<file path="config.mk">
export PLATFORM = sky130hd
export DESIGN_NAME = alu_arbiter
export DESIGN_NICKNAME = d
export VERILOG_FILES = /design/src/rtl/alu_arbiter_pkg.sv /design/src/rtl/alu_arbiter_rr_arb2.sv /design/src/rtl/alu_arbiter.sv
export SDC_FILE = /design/constraint.sdc
export NUM_CORES = 1
export LEC_CHECK = 0
export CORE_MARGIN = 10
export CORE_UTILIZATION = 30
export CTS_CLUSTER_DIAMETER = 40
export DETAILED_ROUTE_END_ITERATION = 16
export GPL_TIMING_DRIVEN = 1
export PLACE_DENSITY = 0.87
export SKIP_CTS_REPAIR_TIMING = 1
export SYNTH_ARGS = -nofsm -noshare
export SYNTH_HDL_FRONTEND = slang
export SYNTH_SLANG_ARGS = --single-unit
</file>
<file path="constraint.sdc">
create_clock -name clk -period 2.6 [get_ports clk]
set_input_delay 0.39 -clock clk [delete_from_list [all_inputs] [get_ports clk]]
set_output_delay 0.39 -clock clk [all_outputs]
set_load 0.02 [all_outputs]
</file>
<file path="src/rtl/alu_arbiter_pkg.sv">
// Shared widths, ALU opcode encodings and request payload type for the ALU arbiter.
package alu_arbiter_pkg;

    localparam int unsigned XLEN     = 32;
    localparam int unsigned ALU_OP_W = 4;

    localparam logic [ALU_OP_W-1:0] ALU_OP_ADD = 4'd0;
    localparam logic [ALU_OP_W-1:0] ALU_OP_SUB = 4'd1;
    localparam logic [ALU_OP_W-1:0] ALU_OP_AND = 4'd2;
    localparam logic [ALU_OP_W-1:0] ALU_OP_OR  = 4'd3;
    localparam logic [ALU_OP_W-1:0] ALU_OP_XOR = 4'd4;
    localparam logic [ALU_OP_W-1:0] ALU_OP_LT  = 4'd5;
    localparam logic [ALU_OP_W-1:0] ALU_OP_LTU = 4'd6;

    localparam logic ALU_ARB_SRC_EX = 1'b0;
    localparam logic ALU_ARB_SRC_BR = 1'b1;

    typedef struct packed {
        logic [XLEN-1:0]     a;
        logic [XLEN-1:0]     b;
        logic                is_cond;
        logic [ALU_OP_W-1:0] op;
    } alu_req_t;

    localparam alu_req_t ALU_REQ_IDLE = '{a: '0, b: '0, is_cond: 1'b0, op: ALU_OP_ADD};

endpackage

</file>
<file path="src/rtl/alu_arbiter_rr_arb2.sv">
// Two-way round-robin grant: the requester that did not win last time wins a conflict.
module alu_arbiter_rr_arb2 (
    input  logic req0,
    input  logic req1,
    input  logic last_grant,
    output logic gnt_valid,
    output logic gnt_idx
);

    always_comb begin
        gnt_valid = req0 | req1;
        gnt_idx   = 1'b0;
        if (req0 && req1) begin
            gnt_idx = ~last_grant;
        end else if (req1) begin
            gnt_idx = 1'b1;
        end
    end

endmodule

</file>
<file path="src/rtl/alu_arbiter.sv">
// Shares one combinational ALU between the execute and branch-compare paths and
// captures the result in a single-entry response register.
module alu_arbiter
    import alu_arbiter_pkg::*;
#(
    parameter int unsigned TAG_W = 4
) (
    input  logic                clk,
    input  logic                rst,

    input  logic                r0_valid,
    output logic                r0_ready,
    input  logic [XLEN-1:0]     r0_a,
    input  logic [XLEN-1:0]     r0_b,
    input  logic                r0_is_cond,
    input  logic [ALU_OP_W-1:0] r0_op,
    input  logic [TAG_W-1:0]    r0_tag,

    input  logic                r1_valid,
    output logic                r1_ready,
    input  logic [XLEN-1:0]     r1_a,
    input  logic [XLEN-1:0]     r1_b,
    input  logic                r1_is_cond,
    input  logic [ALU_OP_W-1:0] r1_op,
    input  logic [TAG_W-1:0]    r1_tag,

    output logic [XLEN-1:0]     alu_a,
    output logic [XLEN-1:0]     alu_b,
    output logic                alu_is_cond,
    output logic [ALU_OP_W-1:0] alu_op,
    input  logic [XLEN-1:0]     alu_result,

    output logic                rsp_valid,
    input  logic                rsp_ready,
    output logic [XLEN-1:0]     rsp_result,
    output logic                rsp_src,
    output logic [TAG_W-1:0]    rsp_tag
);

    logic     last_grant;
    logic     gnt_valid;
    logic     gnt_idx;
    logic     can_accept;
    logic     fire;
    alu_req_t req0;
    alu_req_t req1;
    alu_req_t alu_req;

    alu_arbiter_rr_arb2 u_rr_arb2 (
        .req0       (r0_valid),
        .req1       (r1_valid),
        .last_grant (last_grant),
        .gnt_valid  (gnt_valid),
        .gnt_idx    (gnt_idx)
    );

    assign req0 = '{a: r0_a, b: r0_b, is_cond: r0_is_cond, op: r0_op};
    assign req1 = '{a: r1_a, b: r1_b, is_cond: r1_is_cond, op: r1_op};

    // A granted request is accepted whenever the response slot is free or draining.
    assign can_accept = ~rsp_valid | rsp_ready;
    assign fire       = ~rst & can_accept & gnt_valid;
    assign r0_ready   = fire & ~gnt_idx;
    assign r1_ready   = fire &  gnt_idx;

    // The ALU sees the granted operation even under backpressure; idle drives a harmless ADD.
    always_comb begin
        alu_req = ALU_REQ_IDLE;
        if (gnt_valid) begin
            alu_req = gnt_idx ? req1 : req0;
        end
    end

    assign alu_a       = alu_req.a;
    assign alu_b       = alu_req.b;
    assign alu_is_cond = alu_req.is_cond;
    assign alu_op      = alu_req.op;

    // Response register; a fire in the same cycle as a drain refills it back-to-back.
    always_ff @(posedge clk) begin
        if (rst) begin
            rsp_valid  <= 1'b0;
            rsp_result <= '0;
            rsp_src    <= ALU_ARB_SRC_EX;
            rsp_tag    <= '0;
            last_grant <= 1'b1;
        end else if (fire) begin
            rsp_valid  <= 1'b1;
            rsp_result <= alu_result;
            rsp_src    <= gnt_idx ? ALU_ARB_SRC_BR : ALU_ARB_SRC_EX;
            rsp_tag    <= gnt_idx ? r1_tag : r0_tag;
            last_grant <= gnt_idx;
        end else if (rsp_ready) begin
            rsp_valid  <= 1'b0;
        end
    end

endmodule

</file>
==> impl_metrics.csv <==
group,metric,value,unit
outcome,status,"finished, final reports clean",
route,met2WireLength,7540,um
setup_path,critical_path_class,"primary input to output port",
timing,slew_violations,0,
setup_path,reg2reg_to,"rsp_tag[2]",
yosys,ys_seq_area_frac,0.305,
placement,hpwl,12200,um
clock_tree,tritoncts,"done",
power_and_ir_drop,swShare,0.314,
yosys,synth_top_family_by_area,"simple AND/OR/NAND/NOR gates",
job,max_cap_viol_count,0,
yosys,yosys-top-cells-area,"dfxtp_1 (30%), nand2_1 (20%), mux2_2 (14%)",
route,met3_length,1620,um
timing,skew,0.00429,ns
yosys,ys_seq_elements,39,
yosys,synth.cell_area,0.00256,mm2
yosys,syn_avg_cell_area,6.98,um2
floorplanning,rows,33,
setup_path,cp_data_required_time,2.21,ns
route,drt_iter0_markers,206,
finish,fin_nets,834,
power_and_ir_drop,combPwrFrac,0.479,
setup_path,slowest_delay,0.55,ns
clock_tree,cts_sinks,39,
min_path,hold_path_class,"flop to flop",
finish,fillers,630,
timing,post-route-period-util,0.971,
placement,place_congestion,0.930,
timing,fmaxAchievable,0.396,GHz
floorplanning,die_h,112,um
power_and_ir_drop,power.density,391,mW/mm2
grt,groute.usage.overall,0.209,
grt,grt_start_max_net_pins,55,
floorplanning,core-area,0.00826,mm2
grt,grt_overflow,0,
floorplanning,io_pins,292,
route,dr.pass1.iters,5,
floorplanning,initial_core_util,0.310,
setup_path,slowest_stage,"clkdlybuf4s50_1",
finish,drive_above_1_share,0.0951,
route,drc_errors,0,
floorplanning,die_area,0.0126,mm2
clock_tree,ctsLongestPathBuffers,2,
min_path,min_path_cells,2,
floorplanning,die_x,112,um
yosys,synth_top_area_share,0.305,
power_and_ir_drop,power.internal,0.00159,W
setup_path,crit_path_end_kind,"output port",
clock_tree,clk_pin_slew,0.07,ns
clock_tree,clkLatencyLatePin,0.29,ns
grt,antenna_found_initial,0,
setup_path,worstRegToRegCells,5,
grt,grt_pass1_vias,3485,
timing,hold_viol_final,0,
power_and_ir_drop,power_frac_clock,0.226,
clock_tree,cts_root_buf,"clkbuf_8",
power_and_ir_drop,power_frac_seq,0.295,
clock_tree,cts_buffers,5,
clock_tree,h-tree-depth,2,
finish,final_common_cell,"clkdlybuf4s50_1",
finish,final_cell_mix,"clkdlybuf4s50_1 (230), nand2_1 (139), o21ai_0 (69)",
yosys,synth_nets,550,
finish,stdcell_count,757,
yosys,synth_compound_area_frac,0.152,
route,via_per_inst,4.64,
setup_path,r2r-start,"last_grant",
yosys,yosysWarnings,0,
route,drt-total-wl,14700,um
power_and_ir_drop,peakVddDrop,0.000436,V
yosys,synth_top_area_cell,"dfxtp_1",
route,m1WireLength,5420,um
yosys,yosys.area_share.adder,0,
route,wire_per_inst,19.5,um
power_and_ir_drop,p_sw,0.000727,W
timing,rsz0062_at_grt,"no",
placement,numPortBuffers,291,
yosys,synth.distinct_cells,20,
grt,grt_pass1_wl,21100,um
yosys,synth_simple_gate_area_frac,0.311,
power_and_ir_drop,power.total,0.00232,W
yosys,synthMuxAreaShare,0.172,
route,antenna_left,0,
setup_path,path_common_cell,"clkdlybuf4s50_1",
setup_path,rrSetupSlack,1.18,ns
placement,place_inst,749,
finish,multiInputGateArea,0.00163,mm2
route,top_layer,"met4",
setup_path,worstPathCellList,"clkdlybuf4s50_1 -> a21boi_4 -> buf_12 -> buf_4 -> o21ai_0 -> clkdlybuf4s50_1",
route,num_vias,3509,
finish,syn_to_final_growth,131,%
power_and_ir_drop,leakage,3.04,nW
finish,ff_latch_area,781,um2
min_path,min_from,"rsp_src",
setup_path,start_kind,"primary input",
yosys,synth_cells,367,
setup_path,cp.arrival,2.14,ns
timing,worstMarginPinSlew,0.429,ns
timing,finalCriticalPeriod,2.53,ns
min_path,min_to,"rsp_src",
yosys,synth_xor_area_frac,0,
setup_path,crit_fanout,23,
timing,max_slew_margin,0.714,
finish,diodes,0,
timing,setup-violations-final,0,
## worst max-delay path, delay by kind of cell
kind,cells,cell delay [ns]
buffers and inverters,4,1.40
AO/OA/AOI/OAI,2,0.33
## kinds of logic (layout without fill, tap and decap cells)
kind of cell,after synthesis,in the layout
simple gates,181,181
mux,40,40
compound gates,75,75
flops,39,39
buf+inv,32,317
## cells in the mapped netlist (all sizes together)
master  instances
buf            10
nor2            1
a311o           1
nand2         139
nor2b          33
clkbuf         21
nor3            1
inv             1
a21oi           3
a21boi          1
nor3b           1
o21ai          69
nand2b          5
nor4            1
o31ai           1
dfxtp          39
mux2           32
mux2i           8
## flip-flops by register name, summed over array words and instances, names as in the netlist
signal,flops
rsp_tag,4
rsp_valid,1
rsp_result,32
rsp_src,1
last_grant,1
## final cells by class
class | count | area share
flip-flops and latches | 39 | 0.132
clock inverters | 2 | 0.00591
multi-input cells | 296 | 0.276
repair buffers | 308 | 0.550
clock buffers | 6 | 0.0139
inverters | 1 | 0.000633
well taps | 105 | 0.0222
## power by group through the flow
stage | sequential (W) | combinational, W | clock (W)
after floorplan | 0.000763 | 0.000383 | 0
after global placement | 0.000692 | 0.00111 | 0
after detailed placement | 0.000697 | 0.00113 | 0
after CTS | 0.000685 | 0.00113 | 0.000534
after global routing | 0.000691 | 0.00118 | 0.000556
final | 0.000684 | 0.00111 | 0.000523
## per-layer routing
| layer | GRT usage | up-vias |
|---|---|---|
| met2 | 0.383 | 174 |
| met1 | 0.213 | 1564 |
| li1 | - | 1761 |
| met4 | 0.0415 | 0 |
| met3 | 0.0969 | 10 |
| met5 | 0 | - |
## through the flow
stage | hold WS [ns] | setup TNS, ns | util | worst slack, ns | instance area, um2
floorplan | 0.518 | 0 | - | 0.586 | 2560
global placement | 0.455 | -0.00379 | 0.685 | -0.00379 | 5660
detailed placement | 0.467 | -0.336 | 0.685 | -0.0667 | 5660
CTS | 0.474 | -0.587 | 0.699 | -0.135 | 5770
global route | 0.504 | 0 | 0.718 | 0.0000806 | 5930
finish | 0.470 | 0 | 0.718 | 0.0749 | 5930
## how the worst max path moves through the flow
stage                     startpoint        end  slack [ns]  depth (start not counted)
after CTS                   r1_valid  alu_a[31]       -0.14                          6
final                       r1_valid  alu_b[21]        0.07                          6
after floorplan             r0_valid   r1_ready        0.59                          4
after global routing        r1_valid   alu_b[1]     0.00008                          6
after detailed placement    r1_valid  alu_a[31]       -0.07                          6
after global placement      r1_valid  alu_b[27]      -0.004                          7
No activity file was read; power rests on OpenSTA's default activity.
